### src/rtl/l2_lru_pkg.sv
// Shared tree pseudo-LRU types and helpers for the L2 replacement state.
// Trees are heap-ordered (node i -> children 2i+1 / 2i+2); bit 0 = LRU side left.
// Types are sized for the largest supported associativity (16 ways). The
// functions take the real way count and ignore the unused upper bits.
package l2_lru_pkg;

  localparam int unsigned MAX_WAYS   = 16;
  localparam int unsigned MAX_LEVELS = 4;

  typedef logic [MAX_WAYS-2:0]   tree_t;
  typedef logic [MAX_WAYS-1:0]   way_t;
  typedef logic [MAX_LEVELS-1:0] idx_t;

  typedef struct packed {
    logic found;
    idx_t idx;
  } zero_t;

  // Number of tree levels, i.e. log2 of the associativity.
  function automatic int unsigned num_levels(int unsigned num_ways);
    int unsigned lv;
    lv = 0;
    for (int unsigned i = 1; i <= MAX_LEVELS; i++) begin
      if ((32'd1 << i) <= num_ways) lv = i;
    end
    return lv;
  endfunction

  // Index of the lowest set bit; a multi-hot vector resolves to its lowest way.
  function automatic idx_t onehot_to_idx(way_t way);
    idx_t idx;
    logic hit;
    way_t m;
    idx = '0;
    hit = 1'b0;
    for (int unsigned i = 0; i < MAX_WAYS; i++) begin
      m = way >> i;
      if (m[0] && !hit) begin
        idx = idx_t'(i);
        hit = 1'b1;
      end
    end
    return idx;
  endfunction

  // Lowest-indexed zero bit among the first num_ways bits.
  function automatic zero_t lowest_zero(way_t vec, int unsigned num_ways);
    zero_t r;
    way_t  m;
    r = '0;
    for (int unsigned i = 0; i < MAX_WAYS; i++) begin
      m = vec >> i;
      if (i < num_ways && !m[0] && !r.found) begin
        r.found = 1'b1;
        r.idx   = idx_t'(i);
      end
    end
    return r;
  endfunction

  // Points every node on the path to way_idx away from that way.
  function automatic tree_t plru_touch(tree_t tree, idx_t way_idx, int unsigned num_ways);
    tree_t       t;
    logic [3:0]  node;
    idx_t        sh;
    logic        dir;
    int unsigned levels;
    t      = tree;
    node   = '0;
    levels = num_levels(num_ways);
    for (int unsigned lvl = 0; lvl < MAX_LEVELS; lvl++) begin
      if (lvl < levels) begin
        sh      = way_idx >> (levels - 1 - lvl);
        dir     = sh[0];
        t[node] = ~dir;
        node    = {node[2:0], 1'b0} + (dir ? 4'd2 : 4'd1);
      end
    end
    return t;
  endfunction

  // True when every way whose index prefix (above 'shift' bits) equals target
  // is excluded.
  function automatic logic subtree_excluded(way_t mask, idx_t target, int unsigned shift,
                                            int unsigned num_ways);
    logic all_ex;
    way_t m;
    idx_t w_idx;
    all_ex = 1'b1;
    for (int unsigned w = 0; w < MAX_WAYS; w++) begin
      m     = mask >> w;
      w_idx = idx_t'(w);
      if (w < num_ways && (w_idx >> shift) == target && !m[0]) all_ex = 1'b0;
    end
    return all_ex;
  endfunction

  // Follows the tree bits from the root, steering around fully excluded subtrees.
  function automatic idx_t plru_walk(tree_t tree, way_t exclude_mask, int unsigned num_ways);
    logic [3:0]  node;
    idx_t        p;
    logic        dir;
    int unsigned levels;
    node   = '0;
    p      = '0;
    levels = num_levels(num_ways);
    for (int unsigned lvl = 0; lvl < MAX_LEVELS; lvl++) begin
      if (lvl < levels) begin
        dir = tree[node];
        if (subtree_excluded(exclude_mask, {p[MAX_LEVELS-2:0], dir}, levels - 1 - lvl, num_ways))
          dir = ~dir;
        p    = {p[MAX_LEVELS-2:0], dir};
        node = {node[2:0], 1'b0} + (dir ? 4'd2 : 4'd1);
      end
    end
    return p;
  endfunction

endpackage

### src/rtl/plru_tree_logic.sv
// Combinational update and victim selection for a single PLRU tree.
// Victim: lowest invalid non-excluded way, else tree walk avoiding excluded ways.
module plru_tree_logic
  import l2_lru_pkg::*;
#(
  parameter int unsigned NUM_WAYS = 8
) (
  input  logic [NUM_WAYS-2:0]         tree_i,
  input  logic                        touch_en_i,
  input  logic [NUM_WAYS-1:0]         touch_way_i,
  input  logic [NUM_WAYS-1:0]         valid_i,
  input  logic [NUM_WAYS-1:0]         excl_i,
  output logic [NUM_WAYS-2:0]         tree_o,
  output logic [$clog2(NUM_WAYS)-1:0] victim_idx_o
);

  localparam int unsigned TREE_W = NUM_WAYS - 1;
  localparam int unsigned IDX_W  = $clog2(NUM_WAYS);

  zero_t z;

  // Touched tree and selected victim for the presented tree.
  always_comb begin
    tree_o = TREE_W'((touch_en_i && (|touch_way_i))
                     ? plru_touch(tree_t'(tree_i), onehot_to_idx(way_t'(touch_way_i)), NUM_WAYS)
                     : tree_t'(tree_i));
    // Excluded ways are treated as valid so they never win invalid priority.
    z = lowest_zero(way_t'(valid_i | excl_i), NUM_WAYS);
    victim_idx_o = IDX_W'(z.found ? z.idx
                                  : plru_walk(tree_t'(tree_i), way_t'(excl_i), NUM_WAYS));
  end

endmodule

### src/rtl/plru_set_array.sv
// Per-set tree pseudo-LRU state for the L2 cache with a registered victim lookup.
// Optional feature: define LRU_WAY_LOCK_EN to add lock_mask / all_locked.
module plru_set_array
  import l2_lru_pkg::*;
#(
  parameter  int unsigned NUM_WAYS = 8,
  parameter  int unsigned NUM_SETS = 32,
  localparam int unsigned SET_W    = $clog2(NUM_SETS),
  localparam int unsigned IDX_W    = $clog2(NUM_WAYS)
) (
  input  logic                clk,
  input  logic                rst_n,
  input  logic                upd_valid,
  input  logic [SET_W-1:0]    upd_set,
  input  logic [NUM_WAYS-1:0] upd_way,
  input  logic                lkp_valid,
  input  logic [SET_W-1:0]    lkp_set,
  input  logic [NUM_WAYS-1:0] lkp_way_valid,
`ifdef LRU_WAY_LOCK_EN
  input  logic [NUM_WAYS-1:0] lock_mask,
  output logic                all_locked,
`endif
  output logic                victim_valid,
  output logic [NUM_WAYS-1:0] victim_way,
  output logic [IDX_W-1:0]    victim_idx
);

  logic [NUM_WAYS-2:0] trees_q [NUM_SETS];

  logic [NUM_WAYS-2:0] upd_tree;
  logic [NUM_WAYS-2:0] lkp_tree;
  logic [IDX_W-1:0]    lkp_idx;
  logic [NUM_WAYS-1:0] excl_eff;
  logic [NUM_WAYS-1:0] victim_way_d;
  logic                all_locked_d;

  logic                victim_valid_q;
  logic [NUM_WAYS-1:0] victim_way_q;
  logic [IDX_W-1:0]    victim_idx_q;
  logic                all_locked_q;

  logic [IDX_W-1:0]    unused_upd_victim;
  logic [NUM_WAYS-2:0] unused_lkp_tree;

  // Update path: touched version of the addressed set's tree.
  plru_tree_logic #(.NUM_WAYS(NUM_WAYS)) u_upd (
    .tree_i       (trees_q[upd_set]),
    .touch_en_i   (upd_valid),
    .touch_way_i  (upd_way),
    .valid_i      ('1),
    .excl_i       ('0),
    .tree_o       (upd_tree),
    .victim_idx_o (unused_upd_victim)
  );

  // Same-set update bypasses into the lookup so it sees the post-update tree.
  always_comb begin
    lkp_tree = trees_q[lkp_set];
    if (upd_valid && (upd_set == lkp_set)) lkp_tree = upd_tree;
  end

  // Lock exclusion; a fully locked set falls back to plain PLRU.
  always_comb begin
`ifdef LRU_WAY_LOCK_EN
    all_locked_d = &lock_mask;
    excl_eff     = all_locked_d ? '0 : lock_mask;
`else
    all_locked_d = 1'b0;
    excl_eff     = '0;
`endif
  end

  // Lookup path: victim selection on the (possibly bypassed) tree.
  plru_tree_logic #(.NUM_WAYS(NUM_WAYS)) u_lkp (
    .tree_i       (lkp_tree),
    .touch_en_i   (1'b0),
    .touch_way_i  ('0),
    .valid_i      (lkp_way_valid),
    .excl_i       (excl_eff),
    .tree_o       (unused_lkp_tree),
    .victim_idx_o (lkp_idx)
  );

  // One-hot form of the selected victim.
  always_comb begin
    victim_way_d          = '0;
    victim_way_d[lkp_idx] = 1'b1;
  end

  // Tree storage: only a non-empty update writes its set.
  always_ff @(posedge clk or negedge rst_n) begin
    if (!rst_n) begin
      trees_q <= '{default: '0};
    end else if (upd_valid && (|upd_way)) begin
      trees_q[upd_set] <= upd_tree;
    end
  end

  // Victim output registers: pulse valid, hold data between lookups.
  always_ff @(posedge clk or negedge rst_n) begin
    if (!rst_n) begin
      victim_valid_q <= 1'b0;
      victim_way_q   <= '0;
      victim_idx_q   <= '0;
      all_locked_q   <= 1'b0;
    end else begin
      victim_valid_q <= lkp_valid;
      if (lkp_valid) begin
        victim_way_q <= victim_way_d;
        victim_idx_q <= lkp_idx;
        all_locked_q <= all_locked_d;
      end
    end
  end

  assign victim_valid = victim_valid_q;
  assign victim_way   = victim_way_q;
  assign victim_idx   = victim_idx_q;
`ifdef LRU_WAY_LOCK_EN
  assign all_locked   = all_locked_q;
`else
  logic unused_all_locked;
  assign unused_all_locked = all_locked_q;
`endif

endmodule
### config.mk
export PLATFORM = sky130hd
export DESIGN_NAME = plru_set_array
export DESIGN_NICKNAME = d
export VERILOG_FILES = /design/src/rtl/l2_lru_pkg.sv /design/src/rtl/plru_tree_logic.sv /design/src/rtl/plru_set_array.sv
export SDC_FILE = /design/constraint.sdc
export NUM_CORES = 1
export LEC_CHECK = 0
export ABC_CLOCK_PERIOD_IN_PS = 4200
export CAP_MARGIN = 20
export CORE_MARGIN = 8
export CORE_UTILIZATION = 35
export CTS_CLUSTER_SIZE = 12
export DETAILED_ROUTE_END_ITERATION = 10
export SETUP_SLACK_MARGIN = 0.1
export SKIP_CTS_REPAIR_TIMING = 1
export SLEW_MARGIN = 20
export SYNTH_ARGS = -nofsm -noshare
export SYNTH_HDL_FRONTEND = slang
export SYNTH_SLANG_ARGS = --single-unit
### constraint.sdc
create_clock -name clk -period 4.2 [get_ports clk]
set_input_delay 0.84 -clock clk [delete_from_list [all_inputs] [get_ports clk]]
set_output_delay 0.84 -clock clk [all_outputs]
set_load 0.01 [all_outputs]
=== Word level (Yosys, flattened, before mapping) ===
Cells that the tools add are included.

* Latch bits: 0
* Memories: 0
* Register bits after elaboration: 236
* Bits in read-only memories: 0
* Bits in writable memories: 0

* Bitwise operators: 8
* Divide/modulo/power cells: 0
* Reduce and logical (&&, ||, !) cells: 45
* Multipliers: 0
* Multiplexer cells: 67
* Eq/ne operators: 11
* Shift operators: 0
* Magnitude comparators: 11
* $add $sub $neg: 2

{| class="wikitable"
|+ Operators with widths
! operator !! number
|-
| $bwmux 224 || 1
|-
| $bmux 7 s5 || 2
|-
| $mux 7 || 7
|-
| $mux 5 || 8
|-
| $demux 7 s5 || 1
|-
| $bwmux 15 || 2
|-
| $mux 1 || 30
|-
| $logic_not 1->1 || 21
|-
| $mux 3 || 7
|-
| $logic_and 1x1->1 || 20
|-
| $lt 4x5->1 const B || 4
|-
| $eq 3x3->1 const A || 4
|-
| $ge 6x6->1 const B || 2
|-
| $logic_not 4->1 || 3
|-
| $not 5->6 || 2
|-
| $bmux 1 s4 || 2
|-
| $demux 1 s4 || 2
|-
| $ge 4x1->1 const B || 2
|-
| $mux 2 || 4
|-
| $reduce_or 8->1 || 1
|-
| $eq 2x3->1 const A || 2
|-
| $lt 6x1->1 const B || 1
|-
| $not 1->1 || 6
|-
| $eq 5x5->1 || 1
|-
| 8 further kinds || 9
|}

=== Depth between registers and ports, before layout ===
* Depth after elaboration: 63
* Gate-level depth with buffers: 12
* Gate-level depth less buffers: 8

=== Cells and area by module ===
A second synthesis with hierarchy kept.

* Cell total of the unflattened synthesis: 1078
* Area, all modules: 13944.6 um2

{| class="wikitable"
|+ By module, submodules not included
! module !! area an instance (um2) !! instances !! cells an instance
|-
| plru_set_array || 12878.6 || 1 || 909
|-
| plru_tree_logic at u_lkp || 536.8 || 1 || 83
|-
| plru_tree_logic at u_upd || 529.3 || 1 || 86
|}

=== Worst setup path before layout ===
No wires, ideal clock.

* Path kind: input to register
* Start point: in lkp_set[1]
* End point: reg victim_idx_q[1], in the netlist victim_idx[1]
* Arrival: 2974 ps
* Library setup time: 125 ps
* Path buffers: 2
* Required time: 4075 ps
* Stages on the path: 9
* Slack: 1102 ps
* Path through: buf_2 clkbuf_1 mux4_2 a22oi_1 nand2_1 mux2_2 o211a_1 o31a_1 mux2_2

* Word-level cells in the longest chain between the ends: 19
* Elaborated cells between the ends (all ways): 26
* Those cells by class: 4 x eq/ne; 16 x mux; 3 x bitwise; 3 x reduce/logical

{| class="wikitable"
|+ Ends and longest elaborated chain
! what !! line !! text
|-
| start: declaration || plru_set_array.sv:17 || <nowiki>input logic [SET_W-1:0] lkp_set,</nowiki>
|-
| $not 5->6 (implied by the code) || plru_set_array.sv:58 || <nowiki>lkp_tree = trees_q[lkp_set];</nowiki>
|-
| $bmux 7 s5 || plru_set_array.sv:58 ||
|-
| $mux 7 (implied by the code) (2 in series) || plru_set_array.sv:58 ||
|-
| $mux 7 * || plru_set_array.sv:59 || <nowiki>if (upd_valid && (upd_set == lkp_set)) lkp_tree = upd_tree;</nowiki>
|-
| $logic_not 4->1 || l2_lru_pkg.sv:93 || <nowiki>if (w < num_ways && (w_idx >> shift) == target && !m[0]) all_ex = 1'b0;</nowiki>
|-
| $mux 1 (2 in series) || l2_lru_pkg.sv:93 ||
|-
| $mux 1 || l2_lru_pkg.sv:110 || <nowiki>if (subtree_excluded(exclude_mask, {p[MAX_LEVELS-2:0], dir}, levels - 1 - lvl, num_ways))</nowiki>
|-
| $mux 2 || l2_lru_pkg.sv:113 || <nowiki>node = {node[2:0], 1'b0} + (dir ? 4'd2 : 4'd1);</nowiki>
|-
| $bmux 1 s4 || l2_lru_pkg.sv:109 || <nowiki>dir = tree[node];</nowiki>
|-
| $mux 1 (implied by the code) || l2_lru_pkg.sv:109 ||
|-
| $logic_not 4->1 || l2_lru_pkg.sv:93 ||
|-
| $mux 1 (4 in series) || l2_lru_pkg.sv:93 ||
|-
| $mux 1 * || l2_lru_pkg.sv:110 ||
|-
| $mux 3 * || plru_tree_logic.sv:29 || <nowiki>victim_idx_o = IDX_W'(z.found ? z.idx</nowiki>
|-
| end signal: assignment || plru_set_array.sv:110 || <nowiki>victim_idx_q <= lkp_idx;</nowiki>
|-
| end: declaration || plru_set_array.sv:39 || <nowiki>logic [IDX_W-1:0] victim_idx_q;</nowiki>
|}

Every way passes the cells marked *; elsewhere a longest branch is shown, timed or not. The select of a mux whose other input is x is not followed.
A chain may end at the register's enable or synchronous reset.

=== Worst setup path after layout ===
* Start point: in upd_set[1]
* End point: reg victim_way_q[5], in the netlist victim_way[5]

* Word-level cells in the longest chain between the ends: 38
* Elaborated cells between the ends (all ways): 56
* Those cells by class: 1 x add/sub; 2 x order compare; 11 x eq/ne; 33 x mux; 4 x bitwise; 5 x reduce/logical

{| class="wikitable"
|+ Ends and longest elaborated chain
! what !! line !! text
|-
| start: declaration || plru_set_array.sv:14 || <nowiki>input logic [SET_W-1:0] upd_set,</nowiki>
|-
| $not 5->6 (implied by the code) || plru_set_array.sv:47 || <nowiki>.tree_i (trees_q[upd_set]),</nowiki>
|-
| $bmux 7 s5 || plru_set_array.sv:47 ||
|-
| $mux 7 (implied by the code) (2 in series) || plru_set_array.sv:47 ||
|-
| $mux 7 || plru_tree_logic.sv:25 || <nowiki>? plru_touch(tree_t'(tree_i), onehot_to_idx(way_t'(touch_way_i)), NUM_WAYS)</nowiki>
|-
| $mux 7 * || plru_set_array.sv:59 ||
|-
| $logic_not 4->1 || l2_lru_pkg.sv:93 ||
|-
| $mux 1 (2 in series) || l2_lru_pkg.sv:93 ||
|-
| $mux 1 || l2_lru_pkg.sv:110 ||
|-
| [13 not listed] || -- ||
|-
| $logic_not 4->1 || l2_lru_pkg.sv:93 ||
|-
| $mux 1 (8 in series) || l2_lru_pkg.sv:93 ||
|-
| $mux 1 || l2_lru_pkg.sv:110 ||
|-
| $mux 3 * || plru_tree_logic.sv:29 ||
|-
| $lt 3x4->1 (implied by the code) / $ge 3x1->1 (equally long branches) || plru_set_array.sv:87 || <nowiki>victim_way_d[lkp_idx] = 1'b1;</nowiki>
|-
| $logic_and 1x1->1 (implied by the code) || plru_set_array.sv:87 ||
|-
| $mux 1 (implied by the code) || plru_set_array.sv:87 ||
|-
| $demux 1 s3 * || plru_set_array.sv:87 ||
|-
| end signal: assignment || plru_set_array.sv:109 || <nowiki>victim_way_q <= victim_way_d;</nowiki>
|-
| end: declaration || plru_set_array.sv:38 || <nowiki>logic [NUM_WAYS-1:0] victim_way_q;</nowiki>
|}

Marked as above.

==> results.md <==
- Critical Path, Cell by Cell: buf_4, buf_4, mux2i_1, a22oi_1, nand2_1, o41ai_2, o22ai_1, o211a_1, o31ai_4, o32ai_1
- Fillers: 3530
- Drt wl/cell: 23.6 um
- Worst rel slew slack: 30.2%
- Placed Cells incl. Taps: 1681
- Die height: 210 um
- Commonest register cell after synthesis: dfrtp_1
- Antenna violations before repair: 1
- CP delay by family, top: compound AO/OA/AOI/OAI gates
- Post-Syn Area per Cell: 11.6 um^2
- Clock Tree Root: clkbuf_16
- Vias: 9799
- Unrepaired setup endpoints after global routing: false
- Yosys reg bits: 236
- Post-synthesis cell area: 13200 um^2
- CP Data Required Time: 4590 ps
- # DRC: 0
- Setup CP Type: primary input to flip-flop
- Total GRT Usage: 18.5%
- Fin nets: 1229
- Register area share after synthesis: 44.7%
- Footprint of the multi-input gates: 6700 um^2
- PortBufs: 41
- Inserted Clock Buffers: 27
- Most frequent cells in the layout: dfrtp_1 (236), mux2_2 (117), nor2_1 (107)
- Lkg Pwr: 6.66 nW
- Final cell count without fillers: 1729
- Pwr dens: 480 nW/um^2
- Net Count, Synth: 1174
- Starting DRC count in detailed routing: 1043
- # H-tree levels: 1
- Post-DP HPWL: 30000 um
- Largest net degree at the start of global routing: 91
- Slew at the pin closest to its max-slew limit: 1040 ps
- Routed wire length: 40800 um
- MaxCap Viol Count: 0
- Max-slew violations: 0
- Starting Density: 35.3%
- Die Wd: 210 um
- Worst min path class: primary input to async pin
- Clk_skew: 15.3 ps
- Minimum clock period: 3590 ps
- CP dominant cell by count: buf_4
- Post-synth EDFFs: 0
- TNS Setup: 0 ps
- Post-route ant nets: 0
- Crit path launch type: primary input
- Crit path DAT: 3970 ps
- Clock Pin Slew Worst Setup and Hold Paths: 60 ps
- Final Cycle Share: 85.4%
- Core area: 37400 um^2
- Via density: 5.67
- Most common cell after layout, fill and taps aside: dfrtp_1
- First-pass GRT wire length: 63200 um
- Post-synthesis instance total: 1144
- Reg area: 5910 um^2
- Status: completed
- Antenna diode count: 0
- Final Wtd Congestion: 0.962
- Synth async-reset ratio: 100%
- Total gr overflow: 0
- Fmax: 279 MHz
- # IOs: 42
- FP Rows: 71
- CTS sink count: 236
- Setup violators final: 0
- Synth warn: 0
- Number of buffer and inverter stages on the critical path: 2
- Slowest cell delay on critical path: 510 ps
- Die area: 44200 um^2
- Initial DRT Pass Iterations: 6
- Layout cells sized above 1: 28.4%
- CTS tree: done
- Final hold vios: 0
- CP Max Fanout: 40
- Crit path max-delay cell type: buf_4
- VDD IR max: 0.233 mV
- Clock buffer depth: 3
- Crit end category: flip-flop
- Vias in the first global route: 9771
- Area grow syn2layout: 16.6%
- Synth unique cells: 74
- Clock Latency Late Sink: 550 ps
synthesized netlist by cell type (5+ instances only):
library cell / count / area (um^2)
and3_1: 5 / 31.3
buf_2: 15 / 75.1
nand2b_1: 7 / 43.8
mux4_2: 75 / 1690
a21oi_1: 80 / 400
nor2_1: 108 / 405
nor2b_1: 15 / 93.8
mux2_2: 117 / 1320
dfrtp_1: 236 / 5910
inv_1: 12 / 45.0
buf_6: 9 / 101
clkbuf_1: 62 / 233
nand4_1: 10 / 62.6
nor3_1: 5 / 25.0
mux2i_1: 64 / 641
mux2_1: 10 / 113
a22oi_1: 39 / 293
nand2_1: 95 / 357
o32ai_1: 6 / 52.6
o21ai_0: 55 / 275
nand3_1: 12 / 60.1
buf_4: 8 / 60.1
flip-flops by register name, summed over array words and instances (netlist names):
register,count
victim_way,8
victim_valid,1
victim_idx,3
trees_q,224
per-layer routing:
layer / share of wire, % / wire length [um] / global-route usage [%]
met5: 0 / 0 / 0
met4: 2.7 / 1090 / 5.15
met3: 8.3 / 3410 / 4.69
met2: 44 / 18100 / 27.6
met1: 45 / 18300 / 26.4
where the power goes:
group	internal, W	switching (W)	total [W]	leakage, nW
clock network	0.00157	0.000946	0.00252	0.477
logic	0.000847	0.000879	0.00173	3.17
registers	0.00276	0.000382	0.00314	3.01
cell families after synthesis:
group	Yosys count	synth area share [%]
simple gates	295	10.8
mux	266	28.4
flops	236	44.7
compound gates	229	11.1
buf+inv	113	4.67
xor+xnor	5	0.331
final cells by class:
type	instances	area share, %
multi-input combinational	795	43.5
clock buffer	39	5.26
sequential	236	38.3
timing repair buffer	127	7.52
inverter	12	0.292
clock inverter	9	0.942
tap	511	4.15
final timing paths:
| kind | depth (start not counted) | end | slack (ps) | start |
|---|---|---|---|---|
| worst max-delay path | 10 | victim_way[5]$_DFFE_PN0P_ | 610 | upd_set[1] |
| worst min-delay path | 1 | victim_way[7]$_DFFE_PN0P_ | 300 | rst_n |
| worst max register to register | 9 | victim_way[5]$_DFFE_PN0P_ | 1310 | trees_q[1]$_DFFE_PN0P_ |
| worst min register to register | 1 | victim_idx[2]$_DFFE_PN0P_ | 500 | victim_idx[2]$_DFFE_PN0P_ |
| max in group asynchronous | 2 | trees_q[161]$_DFFE_PN0P_ | 3030 | rst_n |
| min in group clk | 1 | victim_idx[2]$_DFFE_PN0P_ | 500 | victim_idx[2]$_DFFE_PN0P_ |
metrics by stage:
stage	hold slack [ps]	worst slack [ps]	power, W	util, %	area, um^2
floorplan	459	1100	0.00421	-	13200
global placement	461	170	0.00483	38.6	14400
detailed placement	482	129	0.00487	38.6	14400
CTS	329	692	0.00743	41.2	15400
global route	368	479	0.00774	41.2	15400
finish	300	612	0.00739	41.2	15400
No activity file was read; power rests on OpenSTA's default activity.
